File: src/rtl/cla_pipe_addsub.sv
// Pipelined carry-lookahead adder/subtractor. Each stage resolves STAGE_BITS using 4-bit lookahead groups.
// Optional flags: define CLA_PIPE_FLAGS_EN to compute ovf/zero; otherwise those ports are tied to 0.
module cla_pipe_addsub #(
  parameter int WIDTH      = 16,
  parameter int STAGE_BITS = 4
) (
  input  logic             clk,
  input  logic             rst_n,
  input  logic             in_valid,
  output logic             in_ready,
  input  logic [WIDTH-1:0] a,
  input  logic [WIDTH-1:0] b,
  input  logic             cin,
  input  logic             sub,
  output logic             out_valid,
  input  logic             out_ready,
  output logic [WIDTH-1:0] sum,
  output logic             cout,
  output logic             ovf,
  output logic             zero
);

  localparam int L  = WIDTH / STAGE_BITS;
  localparam int NG = STAGE_BITS / 4;

  // Full lookahead across one 4-bit group; returns {carry_out, sum[3:0]}.
  function automatic logic [4:0] cla4(input logic [3:0] x, input logic [3:0] y, input logic ci);
    logic [3:0] g;
    logic [3:0] p;
    logic [4:0] c;
    g    = x & y;
    p    = x ^ y;
    c[0] = ci;
    c[1] = g[0] | (p[0] & ci);
    c[2] = g[1] | (p[1] & g[0]) | (p[1] & p[0] & ci);
    c[3] = g[2] | (p[2] & g[1]) | (p[2] & p[1] & g[0]) | (p[2] & p[1] & p[0] & ci);
    c[4] = g[3] | (p[3] & g[2]) | (p[3] & p[2] & g[1]) | (p[3] & p[2] & p[1] & g[0])
         | (p[3] & p[2] & p[1] & p[0] & ci);
    return {c[4], p ^ c[3:0]};
  endfunction

  logic             w_adv;
  // Per-stage inputs; index L of the valid/carry/sum chains is the output register.
  logic [WIDTH-1:0] w_a_in [L];
  logic [WIDTH-1:0] w_b_in [L];
  logic             w_v_in [L+1];
  logic             w_c_in [L+1];
  logic [WIDTH-1:0] w_s_in [L+1];

  assign w_adv     = ~out_valid | out_ready;
  assign in_ready  = w_adv & rst_n;

  assign w_a_in[0] = a;
  assign w_b_in[0] = b ^ {WIDTH{sub}};
  assign w_c_in[0] = cin ^ sub;
  assign w_v_in[0] = in_valid;
  assign w_s_in[0] = '0;

  assign out_valid = w_v_in[L];
  assign sum       = w_s_in[L];
  assign cout      = w_c_in[L];

  for (genvar k = 0; k < L; k++) begin : g_stage
    localparam int LO = k * STAGE_BITS;

    logic [STAGE_BITS-1:0] w_sl;
    logic                  w_co;
    logic [WIDTH-1:0]      w_s_nx;
    logic                  r_vld;
    logic                  r_c;
    logic [WIDTH-1:0]      r_sum;

    // Operands arrive right-justified, so this stage always works on bits [STAGE_BITS-1:0].
    always_comb begin
      logic [4:0] grp;
      logic       c;
      grp  = '0;
      c    = w_c_in[k];
      w_sl = '0;
      for (int gi = 0; gi < NG; gi++) begin
        grp               = cla4(w_a_in[k][4*gi +: 4], w_b_in[k][4*gi +: 4], c);
        w_sl[4*gi +: 4]   = grp[3:0];
        c                 = grp[4];
      end
      w_co                      = c;
      w_s_nx                    = w_s_in[k];
      w_s_nx[LO +: STAGE_BITS]  = w_sl;
    end

    // NOTE: reset is synchronous, so it sits inside the clocked block and overrides the advance enable.
    always_ff @(posedge clk) begin
      if (!rst_n) begin
        r_vld <= 1'b0;
        r_c   <= 1'b0;
        r_sum <= '0;
      end else if (w_adv) begin
        r_vld <= w_v_in[k];
        r_c   <= w_co;
        r_sum <= w_s_nx;
      end
    end

    assign w_v_in[k+1] = r_vld;
    assign w_c_in[k+1] = r_c;
    assign w_s_in[k+1] = r_sum;

    if (k < L-1) begin : g_fwd
      logic [WIDTH-1:0] r_a;
      logic [WIDTH-1:0] r_b;

      // NOTE: operand registers have no reset; their contents are don't-care while the slot is invalid.
      always_ff @(posedge clk) begin
        if (w_adv) begin
          r_a <= w_a_in[k] >> STAGE_BITS;
          r_b <= w_b_in[k] >> STAGE_BITS;
        end
      end

      assign w_a_in[k+1] = r_a;
      assign w_b_in[k+1] = r_b;
    end

`ifdef CLA_PIPE_FLAGS_EN
    if (k == L-1) begin : g_flags
      logic r_ovf;
      logic r_zero;

      // a^b^s at the MSB recovers the carry into the MSB.
      always_ff @(posedge clk) begin
        if (!rst_n) begin
          r_ovf  <= 1'b0;
          r_zero <= 1'b0;
        end else if (w_adv) begin
          r_ovf  <= w_a_in[k][STAGE_BITS-1] ^ w_b_in[k][STAGE_BITS-1] ^ w_sl[STAGE_BITS-1] ^ w_co;
          r_zero <= ~|w_s_nx;
        end
      end

      assign ovf  = r_ovf;
      assign zero = r_zero;
    end
`endif
  end

`ifndef CLA_PIPE_FLAGS_EN
  assign ovf  = 1'b0;
  assign zero = 1'b0;
`endif

endmodule
File: config.mk
export PLATFORM = sky130hd
export DESIGN_NAME = cla_pipe_addsub
export DESIGN_NICKNAME = d
export VERILOG_FILES = /design/src/rtl/cla_pipe_addsub.sv
export SDC_FILE = /design/constraint.sdc
export NUM_CORES = 1
export LEC_CHECK = 0
export ABC_AREA = 0
export ABC_CLOCK_PERIOD_IN_PS = 1640
export CAP_MARGIN = 20
export CORE_MARGIN = 10
export CORE_UTILIZATION = 48
export CTS_CLUSTER_DIAMETER = 50
export DETAILED_ROUTE_END_ITERATION = 12
export PLACE_DENSITY = 0.75
export SYNTH_ARGS = -nofsm -noshare
export SYNTH_HDL_FRONTEND = slang
export SYNTH_SLANG_ARGS = --single-unit
File: constraint.sdc
create_clock -name clk -period 1.64 [get_ports clk]
set_input_delay 0.164 -clock clk [delete_from_list [all_inputs] [get_ports clk]]
set_output_delay 0.164 -clock clk [all_outputs]
set_load 0.02 [all_outputs]
==> impl_metrics.toml, run 1 <==
[run_status]
outcome = "finished, final reports clean"

[synth]
synthArstFlopShare_pct = 0
synth_area_leaders = "edfxtp_1 (37%), dfxtp_1 (25%), nand2_1 (6.4%)"
synth_most_common_cell = "nand2_1"
netlist_top_cells_count = "nand2_1 (66), dfxtp_1 (48), edfxtp_1 (48)"
syn_area_per_cell_um2 = 11.5
synth_cell_types = 34
synth.largest_area_cell = "edfxtp_1"
ys_seq_elements = 96
yosys_warnings = 0
synth_ff_type = "edfxtp_1"
synth_edf_count = 48
synth_top_area_share_pct = 37.1
syn_inst = 338
syn_area_mm2 = 0.00389
seq_area_frac_synth_pct = 61.8

[cts]
cts_max_path_buffers = 2
htree_num_levels = 3
cts_sinks = 96
cts_hold_buf = 0
cts_buffers = 9
clk_latency_ps = 350
cts_tree = "built"
root_buffer = "clkbuf_8"
clk_pin_slew_ps = 90

[drt]
wl_per_cell_um = 13.9
postRouteWirelength_um = 7180
routed-via-count = 2555
drc = 0
antenna_left = 0
drt-initial-drc-count = 143
viasPerCell = 4.96
first_pass_iters = 4

[global_routing]
grt.total_usage_pct = 12.1
grt_max_degree = 48
antenna_found_initial = 0
grt_pass1_vias = 2598
grt_pass1_wl_um = 11600
overflow = 0

[final_layout]
multi_input_area_mm2 = 0.00141
register_area_mm2 = 0.00240
nets = 468
final_cells = 515
fillers = 627
syn_to_final_growth_pct = 27.0
drive_gt1_share_pct = 11.4
insertedDiodeCount = 0

[power_and_ir_drop]
seqPwrFrac_pct = 54.5
ir_worst_vdd_v = 0.000597
p_per_area_mw_per_mm2 = 1070
leakage_nw = 1.90
comb_power_share_pct = 15.4
power.switching_mw = 1.36
internal_power_mw = 3.92
swShare_pct = 25.7
clkPwrFrac_pct = 30.1

[setup_path]
rr_startpoint = "g_stage[1].g_fwd.r_a[0]$_DFFE_PN_"
crit_start = "g_stage[1].g_fwd.r_a[0]$_DFFE_PN_"
critPathLaunchType = "register"
endpoint = "g_stage[2].r_sum[11]$_SDFFE_PN0N_"
r2r-end = "g_stage[2].r_sum[11]$_SDFFE_PN0N_"
r2r_cells = 5
setup.worst_path.end_class = "register"
cp.required_ps = 1940
critPathKind = "register to register"
crit_fanout = 4
worstPathArrival_ps = 1870
rrSetupSlack_ps = 70

[timing]
final-setup-viol-count = 0
drv_slew = 0
timing.fmax_mhz = 637
finalCritPeriodShare_pct = 95.8
finalHoldViolCount = 0
finalWorstPathRequiredPeriod_ps = 1570
clock_skew_ps = 7.22
fin_ws_ps = 69.6

[floorplanning]
fp.dieH_um = 110
core.rowCount = 32
dieArea_mm2 = 0.0121
initial_core_util_pct = 49.8
io_pins = 59
core_mm2 = 0.00781
die_w_um = 110

[placed_design]
port_buffers = 56
placed_cells_incl_taps = 495
dp_hpwl_um = 5110
gp_congestion = 0.785
pre_cts_ws_ps = -426

[job]
max_cap_viol_count = 0

[min_path]
hold_path_class = "input port to register"
==> repair_timing <==
| item | 4_1_cts | 5_1_grt |
|---|---|---|
| endpoints found under the setup margin | 4 | 5 |
| hold endpoints to repair | 0 | 0 |
| pin swaps | 1 | 2 |
| gates resized for setup | 2 | 7 |
| buffers inserted | 1 | 3 |
==> stage by stage <==
step / setup TNS (ps) / power [mW] / utilization [%] / cell area [um^2] / hold WS [ps]
floorplan: -24.1 / 3.37 / - / 3900 / 263
global placement: -1490 / 3.66 / 59.8 / 4670 / 401
detailed placement: -1740 / 3.71 / 59.8 / 4670 / 405
CTS: 0 / 5.29 / 62.5 / 4880 / 341
global route: -8.09 / 5.54 / 63.3 / 4940 / 329
finish: 0 / 5.28 / 63.3 / 4940 / 354
==> sequential cells by signal (all words and copies together), names as in the netlist <==
| name | cells |
|---|---|
| g_stage.r_vld | 3 |
| g_stage.r_c | 3 |
| out_valid | 1 |
| g_stage.g_fwd.r_b | 24 |
| sum | 16 |
| g_stage.g_fwd.r_a | 24 |
| cout | 1 |
| g_stage.r_sum | 24 |
==> layer usage <==
layer | vias to the layer above | global-route usage [%] | wire length (um)
met5 | - | 0 | 0
met4 | 0 | 4.74 | 97
met3 | 8 | 3.83 | 415
met2 | 59 | 19.2 | 3380
met1 | 1170 | 14.9 | 3290
li1 | 1318 | - | -
==> cells by family (layout without fill, tap and decap cells) <==
group                    after synthesis  after routing  share of synthesized area [%]
XOR/XNOR                              21             21                           5.21
AO/OA/AOI/OAI                         71             71                           10.7
other                                  1              2                         0.0964
buffers and inverters                 24             98                           3.02
adder cells (fa/ha/maj)               22             22                           7.85
AND/OR/NAND/NOR                      103            103                           11.3
flip-flops                            96             96                           61.8
==> area by class of cell <==
class	count	area share [%]
sequential	96	48.6
inverter	5	0.405
clock buffer	9	2.51
tap	102	2.58
multi-input combinational	219	28.6
clock inverter	7	1.75
timing repair buffer	77	15.5
==> cells in the final DEF (no fill, tap or decap), types with 3 or more instances in the layout <==
cell type         n
clkdlybuf4s50_1  54
nor2_1            9
dfxtp_1          48
nand3_1          16
xnor2_1           4
inv_1             3
buf_12            4
nand2_1          66
nor3b_1           3
xor2_1           16
ha_1             17
o31ai_1           4
a21oi_1          33
a211oi_2          3
edfxtp_1         48
clkbuf_8          9
buf_4            17
a21o_1            3
fa_1              4
or3_1             3
a211oi_1          7
o21ai_0          12
==> worst min path at each step <==
stage	startpoint	slack [ps]	cells after the start	endpoint
detailed placement	g_stage[0].g_fwd.r_a[7]$_DFFE_PN_	400	0	g_stage[1].g_fwd.r_a[3]$_DFFE_PN_
finish	a[14]	350	1	g_stage[0].g_fwd.r_a[10]$_DFFE_PN_
global route	a[5]	330	1	g_stage[0].g_fwd.r_a[1]$_DFFE_PN_
global placement	g_stage[0].g_fwd.r_a[8]$_DFFE_PN_	400	0	g_stage[1].g_fwd.r_a[4]$_DFFE_PN_
CTS	a[14]	340	1	g_stage[0].g_fwd.r_a[10]$_DFFE_PN_
floorplan	a[4]	260	0	g_stage[0].g_fwd.r_a[0]$_DFFE_PN_
==> worst max-delay path: stages (launching register included) <==
cell      delay, ps
edfxtp_1        430
ha_1            350
a211oi_2        220
nor2_1          100
or3_1           350
nand3_1          80
==> power by group through the flow <==
stage / clock network, mW / registers, mW / logic, mW
5_1_grt: 1.74 / 2.90 / 0.899
6_report: 1.59 / 2.87 / 0.814
3_5_place_dp: 0 / 2.93 / 0.779
3_3_place_gp: 0 / 2.92 / 0.744
4_1_cts: 1.63 / 2.87 / 0.787
2_1_floorplan: 0 / 2.95 / 0.418
Note: power is estimated with default switching activity, not from simulation.
==> run 2, diff against run 1 <==
- CELL_PAD_IN_SITES_DETAIL_PLACEMENT: default -> 1
- CELL_PAD_IN_SITES_GLOBAL_PLACEMENT: default -> 2
- CORE_UTILIZATION: 48 -> 32
- PLACE_DENSITY: 0.75 -> default
- PLACE_DENSITY_LB_ADDON: default -> 0.1
==> run 2 against run 1 <==
  * Setup slack better by 13 ps
  * Sequential cell count unchanged
  * Combinational power rose by 2%
  * Clock power grew 28%
  * Clock-buffer cell count did not move
  * Routed wire length rose by 17%
  * Global-route usage is 1.6 points lower
  * Critical path depth unchanged
  * Worst hold slack better by 23 ps
  * Fmax grew 0.85%
  * Power increased by 9.1%
==> impl_metrics.toml, run 2 (synthesis gave the netlist of run 1 again) <==
[run_status]
outcome = "finished, final reports clean"

[timing]
finalHoldViolCount = 0
timing.fmax_mhz = 642
max_slew.worst_pin.slew_ps = 523
final-setup-viol-count = 0
maxSlewHeadroom_pct = 65.1
finalCritPeriodShare_pct = 95.0
drv_slew = 0
clock_skew_ps = 4.19
fin_ws_ps = 82.8
finalWorstPathRequiredPeriod_ps = 1560

[job]
max_cap_viol_count = 0

[power_and_ir_drop]
comb_power_share_pct = 14.4
swShare_pct = 24.2
power.switching_mw = 1.39
p_per_area_mw_per_mm2 = 1120
ir_worst_vdd_v = 0.000404
leakage_nw = 1.94
internal_power_mw = 4.37
seqPwrFrac_pct = 50.1
clkPwrFrac_pct = 35.4

[setup_path]
rr_startpoint = "g_stage[1].g_fwd.r_a[0]$_DFFE_PN_"
crit_family = "simple AND/OR/NAND/NOR gates"
critical_path.max_stage_delay_ps = 450
r2r-end = "g_stage[2].r_sum[11]$_SDFFE_PN0N_"
critPathBufInv = 0
crit_slowest_cell = "edfxtp_1"
cp.required_ps = 1920
worstPathArrival_ps = 1840
r2r_cells = 5
crit_start = "g_stage[1].g_fwd.r_a[0]$_DFFE_PN_"
critPathLaunchType = "register"
setup.worst_path.end_class = "register"
path_cells = "ha_4, a211oi_2, nor2_1, or3_1, nand3_1"
rrSetupSlack_ps = 80
crit_fanout = 4
critPathKind = "register to register"

[drt]
drt-initial-drc-count = 112
first_pass_iters = 4
wl_met3_um = 494
antenna_left = 0
dr_wl_met2_um = 3670
drc = 0
wl_per_cell_um = 15.0
routed-via-count = 2590
postRouteWirelength_um = 8420
viasPerCell = 4.61
wl_met1_um = 4160
highest_layer = "met4"

[cts]
cts_tree = "built"
clk_latency_ps = 340
cts_sinks = 96
clk_pin_slew_ps = 70
root_buffer = "clkbuf_16"
cts_max_path_buffers = 2
cts_hold_buf = 0
htree_num_levels = 3
cts_buffers = 9

[placed_design]
pre_cts_ws_ps = -503
gp_congestion = 0.728
dp_hpwl_um = 5900
port_buffers = 56

[min_path]
min_path_cells = 1
min_to = "g_stage[0].g_fwd.r_a[9]$_DFFE_PN_"
hold_path_class = "input port to register"
hold_path_startpoint = "a[13]"

[floorplanning]
dieArea_mm2 = 0.0170
core.rowCount = 40
core_mm2 = 0.0120
fp.dieH_um = 130
die_w_um = 130
initial_core_util_pct = 32.5
io_pins = 59

[final_layout]
layout.cells.most_common_list = "nand2_1 (66), clkdlybuf4s50_1 (54), dfxtp_1 (48), edfxtp_1 (48), a21oi_1 (33)"
drive_gt1_share_pct = 12.3
final_common_cell = "nand2_1"
syn_to_final_growth_pct = 31.9
fin_util_pct = 42.9
insertedDiodeCount = 0
nets = 471
fillers = 1293
top_regs = "g_stage.g_fwd.r_a: 24 flops, g_stage.g_fwd.r_b: 24 flops, g_stage.r_sum: 24 flops"

[global_routing]
overflow = 0
grt.total_usage_pct = 10.4
antenna_found_initial = 0
grt_max_degree = 48
grt_pass1_wl_um = 13900
grt_pass1_vias = 2763
-- run 2: layout make-up --
cell class                      count  area, um^2  share of cell area [%]
Sequential cell                    96        2400                    46.9
Multi-Input combinational cell    219        1450                    28.2
Timing Repair Buffer               80         790                    15.4
Clock buffer                        9         225                    4.39
Tap cell                          147         184                    3.59
Clock inverter                      6        60.1                    1.17
Inverter                            5        20.0                   0.390
-- run 2: how the worst max path moves through the flow --
stage                     slack (ps)  depth (start not counted)                                 to
after global routing            -0.9                          5  g_stage[2].r_sum[11]$_SDFFE_PN0N_
final                             80                          5  g_stage[2].r_sum[11]$_SDFFE_PN0N_
after CTS                        0.3                          5  g_stage[2].r_sum[11]$_SDFFE_PN0N_
after global placement          -430                          7        g_stage[0].r_c$_SDFFE_PN0N_
after detailed placement        -500                          7        g_stage[0].r_c$_SDFFE_PN0N_
after floorplan                  -20                          8        g_stage[0].r_c$_SDFFE_PN0N_
-- run 2: power groups by stage --
| stage | Sequential [mW] | Clock (mW) | Combinational, mW |
|---|---|---|---|
| 3_3_place_gp | 2.93 | 0 | 0.783 |
| 6_report | 2.89 | 2.04 | 0.832 |
| 2_1_floorplan | 2.95 | 0 | 0.418 |
| 5_1_grt | 2.92 | 2.23 | 0.950 |
| 4_1_cts | 2.88 | 2.12 | 0.811 |
| 3_5_place_dp | 2.94 | 0 | 0.803 |
-- run 2: layer usage --
metal / vias up / GRT usage, %
met2: 52 / 15.5
li1: 1324 / -
met4: 0 / 3.77
met3: 7 / 3.69
met1: 1207 / 13.7
met5: - / 0
-- run 2: timing repair --
action                                  4_1_cts  5_1_grt
gates resized for setup                       3       11
setup buffers                                 0        2
endpoints found under the setup margin        5        7
pin swaps                                     0        3
-- run 2: stage by stage --
step | TNS (ps) | hold slack (ps) | total power [mW] | area, um^2 | std cells
floorplan | -24.1 | 263 | 3.37 | 3900 | 339
global placement | -1740 | 401 | 3.71 | 4760 | 545
detailed placement | -2070 | 406 | 3.74 | 4760 | 545
CTS | 0 | 363 | 5.81 | 5050 | 560
global route | -0.865 | 371 | 6.09 | 5130 | 562
finish | 0 | 377 | 5.76 | 5130 | 562
-- run 2: worst reg2reg max path: stages, from the launching register on --
cell and delay [ps]:
edfxtp_1 450, ha_4 280, a211oi_2 210, nor2_1 100
or3_1 360, nand3_1 100
==> RTL change 1: new RTL, flow settings as in run 1 <==
Add a define of `CLA_PIPE_FLAGS_EN`.
--- a/src/rtl/cla_pipe_addsub.sv
+++ b/src/rtl/cla_pipe_addsub.sv
@@ -1,4 +1,6 @@
 // Pipelined carry-lookahead adder/subtractor. Each stage resolves STAGE_BITS using 4-bit lookahead groups.
 // Optional flags: define CLA_PIPE_FLAGS_EN to compute ovf/zero; otherwise those ports are tied to 0.
+`define CLA_PIPE_FLAGS_EN
+
 module cla_pipe_addsub #(
   parameter int WIDTH      = 16,
Function: changed (Yosys sat finds a counterexample within 4 cycles, from zero or initial values and one cycle with rst_n low).
==> RTL change 1 against run 1 <==
  * The flow now finishes with violations (setup timing)
  * Non-clock buffer count is 6 higher
  * Sequential cell count is 2 higher
  * Total power is 5.2% higher
  * Global-route usage is 0.062 points lower
  * Final area is 5.9% higher
  * Wire length is 7.0% higher
  * Critical path depth stayed put
  * Area after synthesis is 6.0% higher
  * Setup slack worse by 200 ps
  * Highest routed layer unchanged
==> RTL change 1: results (changes against run 1) <==
Place:
- The placement-stage worst setup slack is -226 ps (+201 ps).
- The sum of net half-perimeters after detailed placement is 5.47 mm (+6.9%).

Power and ir drop:
- The net switching power is 1.47 mW (+8.6%).
- The maximum vdd drop came to 490 uV (-18%).
- The clock network fraction of design power is 28.5% (-1.6 points).

Layout:
- The clock tree cell share of total cell area is 3.83% (-0.43 points).
- The count of multi-input gates is 232 (+5.9%).

Routing:
- The number of DRC violations after detailed-routing iteration 0 came to 108 (-24%).
- The total vias in the final route was 2,782 (+8.9%).
- The routed wirelength normalized by instance count is 14.2 um (+1.6%).

Critical path:
- In this run the critical register-to-register path is captured at zero.
- The highest fanout seen on the critical path is 2 (-2).
- The critical path startpoint is g_stage[2].g_fwd.r_a[0].

STA:
- The total setup violations reported at the end of the flow came to 1 (+1).
- The final sum of negative setup slack was -127 ps (-127 ps).
- The hold slack was 357 ps (+3.46 ps).
- The worst path setup slack after routing is -127 ps (-196 ps).

Yosys:
- The share of synthesized area spent on multiplexers is 0.243% (+0.24 points).
- The number of library cell types mapped by synthesis is 51 (+50%).
- The number of synthesized register bits is 98 (+2.1%).

Floorplanning:
- The die width came to 113 um (+2.4%).

Status:
- The run finished, with violations left.
- The final reports fail on setup timing.

Global routing:
- The first-pass GRT wire length is 12.9 mm (+11%).
- The met1 track utilization from global routing came to 14.8% (-0.16 points).
- The routing usage on met3 was 4.15% (+0.32 points).

Hold path:
- The startpoint of the worst hold path is a[10].
==> RTL change 1: changes by cell type in the layout (fill, tap and decap cells not counted), sizes merged, moves of 3 or more <==
cell | run 1 | this run
buf | 21 | 25
a21oi | 34 | 7
nand2 | 66 | 74
a211oi | 10 | 2
a21boi | 2 | 31
a31oi | 1 | 4
o211a | 0 | 4
nand3 | 16 | 8
inv | 6 | 10
clkdlybuf4s50 | 54 | 57
and2 | 0 | 3
==> RTL change 1: worst max path at each step <==
stage | slack, ps | end | cells after the start
floorplan | -60 | zero | 5
global placement | -160 | g_stage[0].r_sum[1] | 7
detailed placement | -230 | g_stage[0].r_sum[1] | 7
CTS | -110 | zero | 5
global route | -170 | zero | 5
finish | -130 | zero | 5
==> RTL change 1: worst max-delay path, stage by stage (launching register included) <==
cell and delay [ps]:
edfxtp_1 400, inv_2 50, fa_2 340, xnor2_2 140, or4_4 550, o31ai_4 210
==> RTL change 2: new RTL, settings of run 1 <==
Without the edit above. `WIDTH`: 16 -> 32.
--- a/src/rtl/cla_pipe_addsub.sv
+++ b/src/rtl/cla_pipe_addsub.sv
@@ -2,5 +2,5 @@
 // Optional flags: define CLA_PIPE_FLAGS_EN to compute ovf/zero; otherwise those ports are tied to 0.
 module cla_pipe_addsub #(
-  parameter int WIDTH      = 16,
+  parameter int WIDTH      = 32,
   parameter int STAGE_BITS = 4
 ) (
Ports: changed (resized a, b and sum); port bits go from 59 to 107. The function was not compared with the original's and may differ.
==> RTL change 2 against run 1 <==
  * Final area rose to 3.5 times the old value
  * Non-clock buffer count rose by 76
  * Setup slack got worse by 40 ps
  * Count of clock-buffer cells in the layout rose by 40
  * Clock skew rose by 17 ps
  * Area after synthesis rose to 3.6 times the old value
  * Global-route usage rose by 0.61 points
  * Total power rose to 4.1 times the old value
  * Wire length rose to 3.2 times the old value
  * Sequential cell count rose by 288
  * Critical endpoint is now sum[0]
  * Largest cell class unchanged
==> RTL change 2: results (changes against run 1) <==
Status:
- The run finished with clean final reports.

Power and ir drop:
- The maximum vdd drop is 975 uV (+63%).

Global routing:
- The first-pass GRT wire length is 38.7 mm (+230%).
- The number of global-route vias before repair is 7,968 (+210%).

Hold path:
- The startpoint of the worst hold path is rst_n.
- The worst hold path terminates at g_stage[5].r_sum[21].

STA:
- The hold slack is 168 ps (-185 ps).
- The setup clock skew after layout is 24.2 ps (+17.0 ps).

Yosys:
- The post-synthesis sequential area ratio came to 70.7% (+8.9 points).
- The number of library cell types mapped by synthesis is 36 (+5.9%).
- The number of flops mapped to enable cells by yosys is 224 (+370%).
- Sorting the synthesized cells by how often they occur yields nand2_1, edfxtp_1, dfxtp_1, a21boi_0, ha_1.
- The mean cell area of the mapped netlist is 13.1 sq um (+14%).

CTS:
- The H-tree depth is 2 (-1).
- The number of buffers created by CTS is 39 (+30).
- The clock input transition at the sequential cells of the worst setup and hold paths was 60 ps (-30 ps).
- The clock latency on the worst-skew pair is 530 ps (+180 ps).
- The maximum count of clock buffers along a single path is 3 (+1).

Critical path:
- Among cell families on the critical path, the largest total delay comes from buffers and inverters.
- The highest fanout seen on the critical path was 2 (-2).
- The largest stage delay on the critical path is 600 ps (+170 ps).
- The arrival time at the worst endpoint is 1450 ps (-420 ps).
- The flop-to-flop setup slack is 50 ps (-20 ps).

Routing:
- The number of search-and-repair iterations in the first detailed-routing pass is 5 (+1).
- The final routed wirelength across all metal layers was 23.0 mm (+220%).

Place:
- The last weighted congestion value of the routability-driven placer was 0.745 (-5.0%).
- The sum of net half-perimeters after detailed placement is 15.0 mm (+190%).
- The area after detailed placement came to 15,700 sq um (+240%).

Layout:
- The layout net count is 1,318 (+180%).
- The fraction of layout instances using a drive strength above 1 is 9.62% (-1.8 points).
-- RTL change 2: layer usage --
layer	wire (um)	GRT usage, %	up-vias	part of all wire, %
li1	-	-	4027	-
met1	10500	16.3	3705	46
met2	11000	21.0	133	48
met3	953	2.73	39	4.2
met4	501	4.09	0	2.2
met5	0	0	-	0
-- RTL change 2: worst max-delay path by stage --
stage / start / end / slack [ps]
final: sum[0] / sum[0] / 30
after global routing: g_stage[2].g_fwd.r_a[0] / g_stage[3].r_sum[15] / -40
after CTS: sum[5] / sum[5] / 0.2
after detailed placement: b[0] / g_stage[0].r_sum[3] / -250
after global placement: b[0] / g_stage[0].r_sum[3] / -220
after floorplan: out_valid / g_stage[0].g_fwd.r_a[0] / -200
-- RTL change 2: worst min-delay path, delay by kind of cell --
kind	cells	cell delay [ps]
AOI/OAI and AO/OA	1	130
buffers and inverters	2	350
-- RTL change 2: logic make-up (layout without fill, tap and decap cells) --
group                    Yosys count  after routing  share of synthesized area (%)
flip-flops                       384            384                           70.7
AND/OR/NAND/NOR                  330            330                           9.51
AO/OA/AOI/OAI                    208            208                           10.6
buffers and inverters             66            230                           2.40
adder cells (fa/ha/maj)           42             42                           4.17
XOR/XNOR                          41             41                           2.61
other                              1              2                         0.0267
-- RTL change 2: area by class of cell --
type	instances	area, sq um	share of cell area, %
clock buffer	49	1020	5.99
clock inverter	23	289	1.69
inverter	5	31.3	0.183
multi-input combinational	623	3820	22.4
sequential	384	9930	58.2
tap	384	480	2.81
timing repair buffer	153	1500	8.79
-- RTL change 2: repair_timing --
| action | in CTS | in global routing |
|---|---|---|
| buffers inserted | 1 | 7 |
| endpoints found under the setup margin | 28 | 17 |
| pin swaps | 0 | 1 |
| resized for setup | 32 | 12 |
| cloned | 0 | 0 |
-- RTL change 2: per-stage QoR --
step,power [mW],setup slack (ps)
2_1_floorplan,12.2,-200
3_3_place_gp,12.7,-217
3_5_place_dp,12.8,-252
4_1_cts,21.7,0.218
5_1_grt,22.4,-36.4
6_report,21.5,29.8
-- RTL change 2: power breakdown --
part           internal (mW)  total [mW]  switching, mW  leakage [nW]
logic                  0.695        1.34          0.643          2.29
clock network           5.29        8.87           3.58         0.637
registers               11.0        11.2          0.293          3.68
total                   16.9        21.5           4.51          6.61
